==> src/rtl/gem_resync_ctrl_pkg.sv <==
// Shared constants for the GEM resync controller: FSM state encoding,
// chamber mask bit positions and fiber-to-chamber mapping.
package gem_resync_ctrl_pkg;

    localparam logic [2:0] ST_IDLE     = 3'd0;
    localparam logic [2:0] ST_MONITOR  = 3'd1;
    localparam logic [2:0] ST_DEBOUNCE = 3'd2;
    localparam logic [2:0] ST_RESET    = 3'd3;
    localparam logic [2:0] ST_SETTLE   = 3'd4;
    localparam logic [2:0] ST_FAILED   = 3'd5;

    localparam int CHAMBER_A = 0;
    localparam int CHAMBER_B = 1;

    // link_good[1:0] belong to chamber A, link_good[3:2] to chamber B
    localparam int FIBER_A_LO = 0;
    localparam int FIBER_A_HI = 1;
    localparam int FIBER_B_LO = 2;
    localparam int FIBER_B_HI = 3;

    function automatic logic is_recovering(input logic [2:0] st);
        return (st == ST_DEBOUNCE) || (st == ST_RESET) || (st == ST_SETTLE);
    endfunction

endpackage

==> src/rtl/gem_resync_ctrl_sat_cnt.sv <==
// Saturating up-counter with synchronous reset and synchronous clear;
// clear wins over increment.
module gem_sat_cnt #(
    parameter int WIDTH = 16
) (
    input  logic             clock,
    input  logic             srst,
    input  logic             clear,
    input  logic             inc,
    output logic [WIDTH-1:0] count
);

    logic [WIDTH-1:0] count_reg;

    always_ff @(posedge clock) begin
        if (srst || clear) begin
            count_reg <= '0;
        end else if (inc && (count_reg != {WIDTH{1'b1}})) begin
            count_reg <= count_reg + 1'b1;
        end
    end

    assign count = count_reg;

endmodule

==> src/rtl/gem_resync_ctrl.sv <==
// GEM fiber receive auto-recovery sequencer: debounces desync, pulses rx_reset
// for the faulty chamber(s), settles and retries. GEM_RESYNC_ERRCNT_EN adds desync event counters.
module gem_resync_ctrl
    import gem_resync_ctrl_pkg::*;
#(
    parameter int DEBOUNCE_CNT = 8,
    parameter int RESET_WIDTH  = 4,
    parameter int SETTLE_CNT   = 16,
    parameter int MAX_RETRY    = 3
) (
    input  logic        clock,
    input  logic        global_reset,
    input  logic        enable,
    input  logic        ttc_resync,
    input  logic [3:0]  link_good,
    input  logic        gemA_synced,
    input  logic        gemB_synced,
    input  logic        gems_synced,
    output logic [1:0]  rx_reset,
    output logic        recovering,
    output logic        recovery_failed,
    output logic [3:0]  retry_count,
    output logic [2:0]  state,
    output logic [15:0] gemA_errcnt,
    output logic [15:0] gemB_errcnt,
    output logic [15:0] gems_errcnt
);

    localparam logic [7:0] DEB_LOAD    = 8'(DEBOUNCE_CNT - 1);
    localparam logic [7:0] RST_LOAD    = 8'(RESET_WIDTH - 1);
    localparam logic [7:0] SETTLE_LOAD = 8'(SETTLE_CNT - 1);
    localparam logic [3:0] RETRY_LIMIT = 4'(MAX_RETRY);

    logic       fault_a, fault_b, fault_s, fault;
    logic [1:0] fault_vec, mask_acc, reset_mask;

    logic [2:0] state_reg, state_next;
    logic [7:0] cnt_reg, cnt_next;
    logic [7:0] clean_reg, clean_next;
    logic [1:0] mask_reg, mask_next;
    logic [1:0] rx_reset_reg, rx_reset_next;
    logic       recovering_reg;
    logic       failed_reg, failed_next;
    logic       retry_inc, retry_clr;

    assign fault_a = ~gemA_synced | ~&link_good[FIBER_A_HI:FIBER_A_LO];
    assign fault_b = ~gemB_synced | ~&link_good[FIBER_B_HI:FIBER_B_LO];
    assign fault_s = ~gems_synced;
    assign fault   = fault_a | fault_b | fault_s;

    assign fault_vec[CHAMBER_A] = fault_a;
    assign fault_vec[CHAMBER_B] = fault_b;
    assign mask_acc   = mask_reg | fault_vec;
    // A super-chamber-only fault cannot be attributed, so both chambers are reset
    assign reset_mask = (mask_acc == 2'b00) ? 2'b11 : mask_acc;

    always_comb begin
        state_next    = state_reg;
        cnt_next      = cnt_reg;
        clean_next    = clean_reg;
        mask_next     = mask_reg;
        rx_reset_next = rx_reset_reg;
        failed_next   = failed_reg;
        retry_inc     = 1'b0;
        retry_clr     = 1'b0;
        if (ttc_resync) begin
            state_next    = ST_IDLE;
            rx_reset_next = 2'b00;
            failed_next   = 1'b0;
            retry_clr     = 1'b1;
        end else if (!enable) begin
            state_next    = ST_IDLE;
            rx_reset_next = 2'b00;
        end else begin
            case (state_reg)
                ST_IDLE: begin
                    state_next = ST_MONITOR;
                    clean_next = '0;
                end
                ST_MONITOR: begin
                    if (fault) begin
                        state_next = ST_DEBOUNCE;
                        cnt_next   = DEB_LOAD;
                        mask_next  = fault_vec;
                    end else if (clean_reg == SETTLE_LOAD) begin
                        retry_clr = 1'b1;
                    end else begin
                        clean_next = clean_reg + 8'd1;
                    end
                end
                ST_DEBOUNCE: begin
                    mask_next = mask_acc;
                    if (!fault) begin
                        state_next = ST_MONITOR;
                        clean_next = '0;
                    end else if (cnt_reg == 8'd0) begin
                        state_next    = ST_RESET;
                        mask_next     = reset_mask;
                        rx_reset_next = reset_mask;
                        cnt_next      = RST_LOAD;
                        retry_inc     = 1'b1;
                    end else begin
                        cnt_next = cnt_reg - 8'd1;
                    end
                end
                ST_RESET: begin
                    if (cnt_reg == 8'd0) begin
                        state_next    = ST_SETTLE;
                        rx_reset_next = 2'b00;
                        cnt_next      = SETTLE_LOAD;
                    end else begin
                        cnt_next = cnt_reg - 8'd1;
                    end
                end
                ST_SETTLE: begin
                    if (cnt_reg != 8'd0) begin
                        cnt_next = cnt_reg - 8'd1;
                    end else if (fault && (retry_count >= RETRY_LIMIT)) begin
                        state_next  = ST_FAILED;
                        failed_next = 1'b1;
                    end else begin
                        state_next = ST_MONITOR;
                        clean_next = '0;
                    end
                end
                ST_FAILED: begin
                    rx_reset_next = 2'b00;
                    failed_next   = 1'b1;
                end
                default: begin
                    state_next    = ST_IDLE;
                    rx_reset_next = 2'b00;
                end
            endcase
        end
    end

    always_ff @(posedge clock) begin
        if (global_reset) begin
            state_reg      <= ST_IDLE;
            cnt_reg        <= '0;
            clean_reg      <= '0;
            mask_reg       <= '0;
            rx_reset_reg   <= '0;
            recovering_reg <= 1'b0;
            failed_reg     <= 1'b0;
        end else begin
            state_reg      <= state_next;
            cnt_reg        <= cnt_next;
            clean_reg      <= clean_next;
            mask_reg       <= mask_next;
            rx_reset_reg   <= rx_reset_next;
            recovering_reg <= is_recovering(state_next);
            failed_reg     <= failed_next;
        end
    end

    gem_sat_cnt #(.WIDTH(4)) u_retry_cnt (
        .clock (clock),
        .srst  (global_reset),
        .clear (retry_clr),
        .inc   (retry_inc),
        .count (retry_count)
    );

    assign state           = state_reg;
    assign rx_reset        = rx_reset_reg;
    assign recovering      = recovering_reg;
    assign recovery_failed = failed_reg;

`ifdef GEM_RESYNC_ERRCNT_EN
    logic [2:0]  fault_all;
    logic [2:0]  fault_prev_reg;
    logic [15:0] errcnt [3];

    assign fault_all = {fault_s, fault_b, fault_a};

    always_ff @(posedge clock) begin
        if (global_reset) begin
            fault_prev_reg <= '0;
        end else begin
            fault_prev_reg <= fault_all;
        end
    end

    genvar gi;
    for (gi = 0; gi < 3; gi++) begin : g_errcnt
        gem_sat_cnt #(.WIDTH(16)) u_errcnt (
            .clock (clock),
            .srst  (global_reset),
            .clear (ttc_resync),
            .inc   (fault_all[gi] & ~fault_prev_reg[gi]),
            .count (errcnt[gi])
        );
    end

    assign gemA_errcnt = errcnt[0];
    assign gemB_errcnt = errcnt[1];
    assign gems_errcnt = errcnt[2];
`else
    assign gemA_errcnt = '0;
    assign gemB_errcnt = '0;
    assign gems_errcnt = '0;
`endif

endmodule
==> config.mk <==
export PLATFORM = sky130hd
export DESIGN_NAME = gem_resync_ctrl
export DESIGN_NICKNAME = d
export VERILOG_FILES = /design/src/rtl/gem_resync_ctrl_pkg.sv /design/src/rtl/gem_resync_ctrl_sat_cnt.sv /design/src/rtl/gem_resync_ctrl.sv
export SDC_FILE = /design/constraint.sdc
export NUM_CORES = 1
export LEC_CHECK = 0
export BUFFER_PORTS_ARGS = -buffer_cell sky130_fd_sc_hd__buf_2
export CORE_MARGIN = 1.5
export CORE_UTILIZATION = 45
export DETAILED_ROUTE_END_ITERATION = 8
export PLACE_DENSITY_LB_ADDON = 0.08
export SETUP_SLACK_MARGIN = 0.05
export SLEW_MARGIN = 20
export SYNTH_ARGS = -nofsm -noshare
export SYNTH_HDL_FRONTEND = slang
export SYNTH_SLANG_ARGS = --single-unit
==> constraint.sdc <==
create_clock -name clock -period 2.8 [get_ports clock]
set_input_delay 0.84 -clock clock [delete_from_list [all_inputs] [get_ports clock]]
set_output_delay 0.84 -clock clock [all_outputs]
set_load 0.01 [all_outputs]
Yosys cells after proc, flatten, opt, wreduce, memory -nomap -nowiden
Index checks and enable logic that the tools add are counted.
Storage, ports and cells
  output and inout port bits: 59
  register bits: 29
  word-level logic and storage cells: 112
Cells by class
  equality and inequality tests: 21
  magnitude comparators: 1
  bitwise logic cells: 11
  reduce and logical (&&, ||, !) cells: 25
  add/sub/neg operators: 3
  multiplexer cells: 43
Operators by type and width (count)
  $mux 8: 10
  $pmux 8 s4: 2
  $mux 3: 8
  $ne 2x2->1 const B: 11
  $pmux 3 s6: 1
  $mux 2: 7
  $eq 3x2->1 const B: 4
  $mux 1: 12
  $reduce_and 4->1: 3
  $eq 3x3->1 const B: 3
  $add 8x1->8 const B: 1
  $eq 8x4->1 const B: 1
  $logic_not 8->1: 1
  $reduce_and 8->1: 1
  $reduce_bool 4->1: 2
  $reduce_bool 8->1: 1
  $sub 8x1->8 const B: 1
  $not 1->1: 6
  $pmux 2 s3: 1
  $reduce_and 6->1: 1
  $reduce_or 3->1: 2
  $add 4x1->4 const B: 1
  $ge 4x2->1 const B: 1
  $ne 4x4->1 const B: 1
  13 further kinds: 22

Depth between registers and ports, before layout
Gate-level depths: netlist (run 1).
  depth in word-level cells: 14
  mapped depth: 9

Hierarchy
From an unflattened synthesis (run 1), not the netlist that was laid out.
Unflattened totals
  cell total of the unflattened synthesis: 266
  area total of the unflattened synthesis: 2187.1 um^2
By module, submodules not included
  gem_resync_ctrl: area each 1976.9 um^2, instances 1, cells an instance 245
  gem_sat_cnt: area each 210.2 um^2, instances 1, cells an instance 21

Least setup slack after synthesis (run 1)
Ideal clock, no wire load.
  path type: input -> register
  start point: in gems_synced
  end point: reg clean_reg[4]
  setup slack: 0.577 ns
  buffers on the path: 0
  cell stages on the path: 5
  arrival: 2.153 ns
  path through: nand4_1 > nor2_1 > o21ai_0 > or4_1 > a21oi_1
Between the ends
  word-level cells in the longest chain between the ends: 5
  elaborated cells on any way between the ends: 7
RTL lines
  from (decl): RTL line gem_resync_ctrl.sv:18  | input logic gems_synced,
  $not 1->1 *: RTL line gem_resync_ctrl.sv:48  | assign fault_s = ~gems_synced;
  $or 1x1->1 *: RTL line gem_resync_ctrl.sv:49  | assign fault = fault_a | fault_b | fault_s;
  $logic_and 1x1->1: RTL line gem_resync_ctrl.sv:118  | end else if (fault && (retry_count >= RETRY_LIMIT)) begin
  $ne 2x2->1 (no line)
  $reduce_and 8->1 (no line) *
  to (signal assigned): RTL line gem_resync_ctrl.sv:150  | clean_reg <= clean_next;
  to (decl): RTL line gem_resync_ctrl.sv:39  | logic [7:0] clean_reg, clean_next;
Every way passes the cells marked *; elsewhere a longest branch is shown, timed or not.
A chain may end at the register's enable or synchronous reset.

Worst setup path after layout (run 1)
  start point: reg cnt_reg[0]
  end point: reg clean_reg[3]
Between the ends
  word-level cells in the longest chain between the ends: 3
RTL lines
  from (decl): RTL line gem_resync_ctrl.sv:38  | logic [7:0] cnt_reg, cnt_next;
  from (signal assigned): RTL line gem_resync_ctrl.sv:149  | cnt_reg <= cnt_next;
  $reduce_bool 8->1: RTL line gem_resync_ctrl.sv:116  | if (cnt_reg != 8'd0) begin
  $ne 2x2->1 (no line)
  $reduce_and 8->1 (no line)
No other way between the ends.

==> results of run 1 <==
## worst max-delay path: stages (launching register included)
cell,delay (ps)
dfxtp_1,330
inv_1,60
ha_1,200
or4b_4,540
or2_1,400
a21boi_4,230
a21oi_1,150
a221o_1,360
## cells in the mapped netlist, drive strengths merged (4+ instances only)
cell type and count:
nand3 9, nor3 10, o21ai 15, buf 54, a21boi 5, nand2 18
nor2 20, dfxtp 29, a211oi 4, nor4 4, nand2b 6, clkbuf 9
and3 9, a21oi 10, o31ai 6, a31oi 5, inv 7
## cell type report
type	count	area (sq um)
clock buffer	7	96.3
clock inverter	1	5.00
fill	513	2440
inverter	7	26.3
multi-input combinational	229	1370
sequential	29	581
tap	67	83.8
timing repair buffer	28	158
## cells by family (layout without fill, tap and decap cells)
kind of cell / Yosys count / count (layout) / synth area share [%]
compound gates: 70 / 70 / 22.2
buf+inv: 70 / 43 / 20.7
other cells: 1 / 48 / 0.168
xor+xnor: 3 / 3 / 1.18
simple gates: 102 / 102 / 26.6
fa+ha+maj: 4 / 4 / 2.13
mux: 2 / 2 / 0.953
flops: 29 / 29 / 26.0
## per-layer routing
layer	GRT usage (%)	vias up	routed length (um)
met1	26.5	893	2360
met2	30.6	63	2300
met5	0	-	0
met3	3.98	5	235
met4	6.17	0	62
li1	-	964	-
## power by group
group | leakage [uW] | internal (uW) | switching (uW)
clock network | 0.0000542 | 222 | 162
registers | 0.000234 | 416 | 5.44
logic | 0.000700 | 30.3 | 80.7
total | 0.000988 | 668 | 248
## how the worst max path moves through the flow
stage,to,slack [ps],cells past startpoint
after detailed placement,clean_reg[4],380,6
after CTS,clean_reg[3],420,7
after global placement,clean_reg[4],430,6
after global routing,clean_reg[5],290,7
final,clean_reg[3],410,7
after floorplan,clean_reg[4],580,5
## metrics by stage
stage | hold WS (ps) | util, % | setup slack, ps
3_3_place_gp | 442 | 46.6 | 429
5_1_grt | 490 | 48.7 | 293
4_1_cts | 457 | 48.7 | 424
6_report | 456 | 48.7 | 410
3_5_place_dp | 443 | 46.6 | 380
2_1_floorplan | 444 | - | 577
==> results.cfg, run 1 <==
[route]
dr.pass1.iters = 4
vias = 1925
drt_iter0_drc = 143
antenna_violating_nets_post_route = 0
routed_wl_um = 4960
vias_per_cell = 5.23
wl_per_cell_um = 13.5
drc_errors = 0

[die]
core_area_sq_um = 4750
rows = 25
start_util_pct = 46.9
die_y_um = 73.4
dieArea_sq_um = 5390
dieWidth_um = 73.4
ios = 70

[cts]
postCtsSetupBuffers = 0
cts-root-buf = clkbuf_8
clk_path_buf_depth = 2
cts-resized-gates = 0
clk_pin_slew_ps = 60
cts_tree = done
cts_inserted_buffers = 5
cts_sinks = 29
cts.htree.levels = 2
insertion_delay_ps = 280
holdBufCountCts = 0

[setup_path]
endpoint_kind = flop
timing.rr.start = cnt_reg[0]
path_class = flop to flop
critical_path_peak_fanout = 8
rr_endpoint = clean_reg[3]
r2r_cells = 7
r2r_slack_ps = 410
startpoint_type = flop
startpoint = cnt_reg[0]
required_ps = 2970
crit_arrival_ps = 2560

[final_layout]
layout_commonest_cell = conb_1
mostFrequentLayoutCells = conb_1, dfxtp_1, buf_2
stdcell_area_sq_um = 2310
nets = 314
final-instance-count-excl-fill = 368
drive_gt1_share_pct = 16.3
syn2layout_area_growth_pct = 3.76
num_antenna_cells = 0

[global_routing]
grt.total_usage_pct = 19.4
grt_pass1_vias = 1632
antenna_found_initial = 0
grt_pass1_wl_um = 8040
grt-ovfl-total = 0
grt_max_degree = 20

[yosys]
yosys_warnings = 0
synth_cells = 281
async_flop_share_pct = 0
yosysTopAreaCell = dfxtp_1
ys_types = 62
synth_ff_type = dfxtp_1
synth_top_cell_area_share_pct = 26.0
netlist_top_cells_area = dfxtp_1, buf_4, nor2_1, nand2_1, o21ai_0
synth_edf_count = 0
syn_area_sq_um = 2230
ys_seq_elements = 29
postSynthAreaPerCell_sq_um = 7.94
ys_seq_area_share_pct = 26.0

[sta]
slew_headroom_pct = 57.9
min_period_over_period_pct = 85.3
max_freq_mhz = 418
maxSlewViolCount = 0
rsz0062_at_grt = false
final.min_clock_period_ps = 2390
hold_violations = 0
tightest_slew_ps = 630
setup-violations-final = 0
timing.setup.tns_ps = 0
clock_skew_ps = 3.64

[placement]
place_area_sq_um = 2210
portBuffers = 21
hpwl_um = 3790
place_congestion = 0.851
dp.cells = 360

[worst_hold_path]
hold_start = recovery_failed
hold_path_depth = 2
hold_class = flop to flop
min_to = recovery_failed

[status]
status = finished clean

[pwr]
total_power_uw = 916
p_leak_uw = 0.000988
p_per_area_nw_per_um2 = 396
vdd_drop_max_mv = 0.203

[flow_run]
maxCapViolations = 0
(Power assumes the default switching activity.)
==> run 2: changes to the inputs <==
- RECOVER_POWER: default -> 25
==> run 2 against run 1 <==
- register-to-register slack is essentially flat
- combinational power barely moved
- total power barely moved
- highest routed layer unchanged
- critical endpoint unchanged
- clock skew hardly changed
- largest power group unchanged
- critical path depth is the same
- utilization fell by 0.32 points
- first-iteration DRC count rose by 4.2%
- hold slack improved by 1.8 ps
- cell area shrank 0.65%
- critical path type unchanged
==> results.cfg, run 2 (synthesis gave the netlist of run 1 again) <==
[cts]
cts-root-buf = clkbuf_8
cts_tree = done
clk_path_buf_depth = 2
clk_pin_slew_ps = 60
cts_inserted_buffers = 5
postCtsSetupBuffers = 0
cts.htree.levels = 2
insertion_delay_ps = 280
cts_sinks = 29
holdBufCountCts = 0
cts-resized-gates = 0

[global_routing]
grt-ovfl-total = 0
antenna_found_initial = 0
grt_pass1_vias = 1632
grt_max_degree = 20
grt.total_usage_pct = 19.4
grt_pass1_wl_um = 8040

[pwr]
swShare_pct = 27.1
p_per_area_nw_per_um2 = 398
p_int_uw = 667
p_switching_uw = 248
vdd_drop_max_mv = 0.203
p_leak_uw = 0.000944
pwr-share-seq_pct = 46.0
total_power_uw = 916
combPwrFrac_pct = 12.1
p_clk_share_pct = 41.9

[route]
antenna_violating_nets_post_route = 0
vias_per_cell = 5.24
vias = 1927
drt_iter0_drc = 149
dr.pass1.iters = 4
wl_per_cell_um = 13.5
routed_wl_um = 4970
drc_errors = 0

[sta]
setup-violations-final = 0
rsz0062_at_grt = false
tightest_slew_ps = 634
max_freq_mhz = 418
timing.setup.tns_ps = 0
final.min_clock_period_ps = 2390
maxSlewViolCount = 0
min_period_over_period_pct = 85.3
hold_violations = 0
slew_headroom_pct = 57.7
clock_skew_ps = 3.54
worst_slack_ps = 410

[final_layout]
nets = 314
num_antenna_cells = 0
fin_util_pct = 48.4
drive_gt1_share_pct = 13.0
mostFrequentLayoutCells = conb_1, dfxtp_1, nor2_1
syn2layout_area_growth_pct = 3.08
layout_commonest_cell = conb_1

[setup_path]
startpoint_type = flop
endpoint_kind = flop
required_ps = 2970
path_class = flop to flop
crit_arrival_ps = 2560
critical_path_peak_fanout = 8

[die]
die_y_um = 73.4
rows = 25
start_util_pct = 46.9
ios = 70
core_area_sq_um = 4750
dieWidth_um = 73.4
dieArea_sq_um = 5390

[status]
status = finished clean

[placement]
hpwl_um = 3790
preCtsSetupSlack_ps = 380
portBuffers = 21
place_congestion = 0.851

[flow_run]
maxCapViolations = 0

[worst_hold_path]
hold_class = flop to flop
==> run 2: area by class of cell <==
class | instances | area (sq um)
fill | 516 | 2450
multi-input combinational | 229 | 1370
sequential | 29 | 581
timing repair buffer | 28 | 143
clock buffer | 7 | 96.3
tap | 67 | 83.8
inverter | 7 | 26.3
clock inverter | 1 | 5.00
==> run 2: metrics by stage <==
step / hold slack, ps / area [sq um] / instances
3_5_place_dp: 443 / 2210 / 360
4_1_cts: 457 / 2310 / 368
2_1_floorplan: 444 / 2410 / 328
3_3_place_gp: 442 / 2210 / 360
5_1_grt: 493 / 2300 / 368
6_report: 457 / 2300 / 368
==> run 2: final timing paths <==
path / to / slack, ps / depth (start not counted) / startpoint
worst max-delay path: clean_reg[3] / 410 / 7 / cnt_reg[0]
worst min-delay path: recovery_failed / 460 / 2 / recovery_failed
worst max register to register: clean_reg[3] / 410 / 7 / cnt_reg[0]
worst min register to register: recovery_failed / 460 / 2 / recovery_failed
==> run 2: routing by layer <==
metal / track usage (%) / vias up / part of all wire (%)
li1: - / 964 / -
met1: 26.5 / 895 / 48
met2: 30.6 / 63 / 46
met3: 3.98 / 5 / 4.7
met4: 6.17 / 0 / 1.2
met5: 0 / - / 0
==> run 2: power by group through the flow <==
stage	Sequential, uW	Clock (uW)	Combinational [uW]
floorplan	427	0	138
global placement	430	0	110
detailed placement	430	0	109
global route	421	411	126
CTS	421	396	109
finish	421	384	111
==> run 2: critical path: stages (launching register included) <==
cell and delay (ps):
dfxtp_1 330, inv_1 60, ha_1 200, or4b_4 540, or2_1 400, a21boi_4 230
a21oi_1 150, a221o_1 360
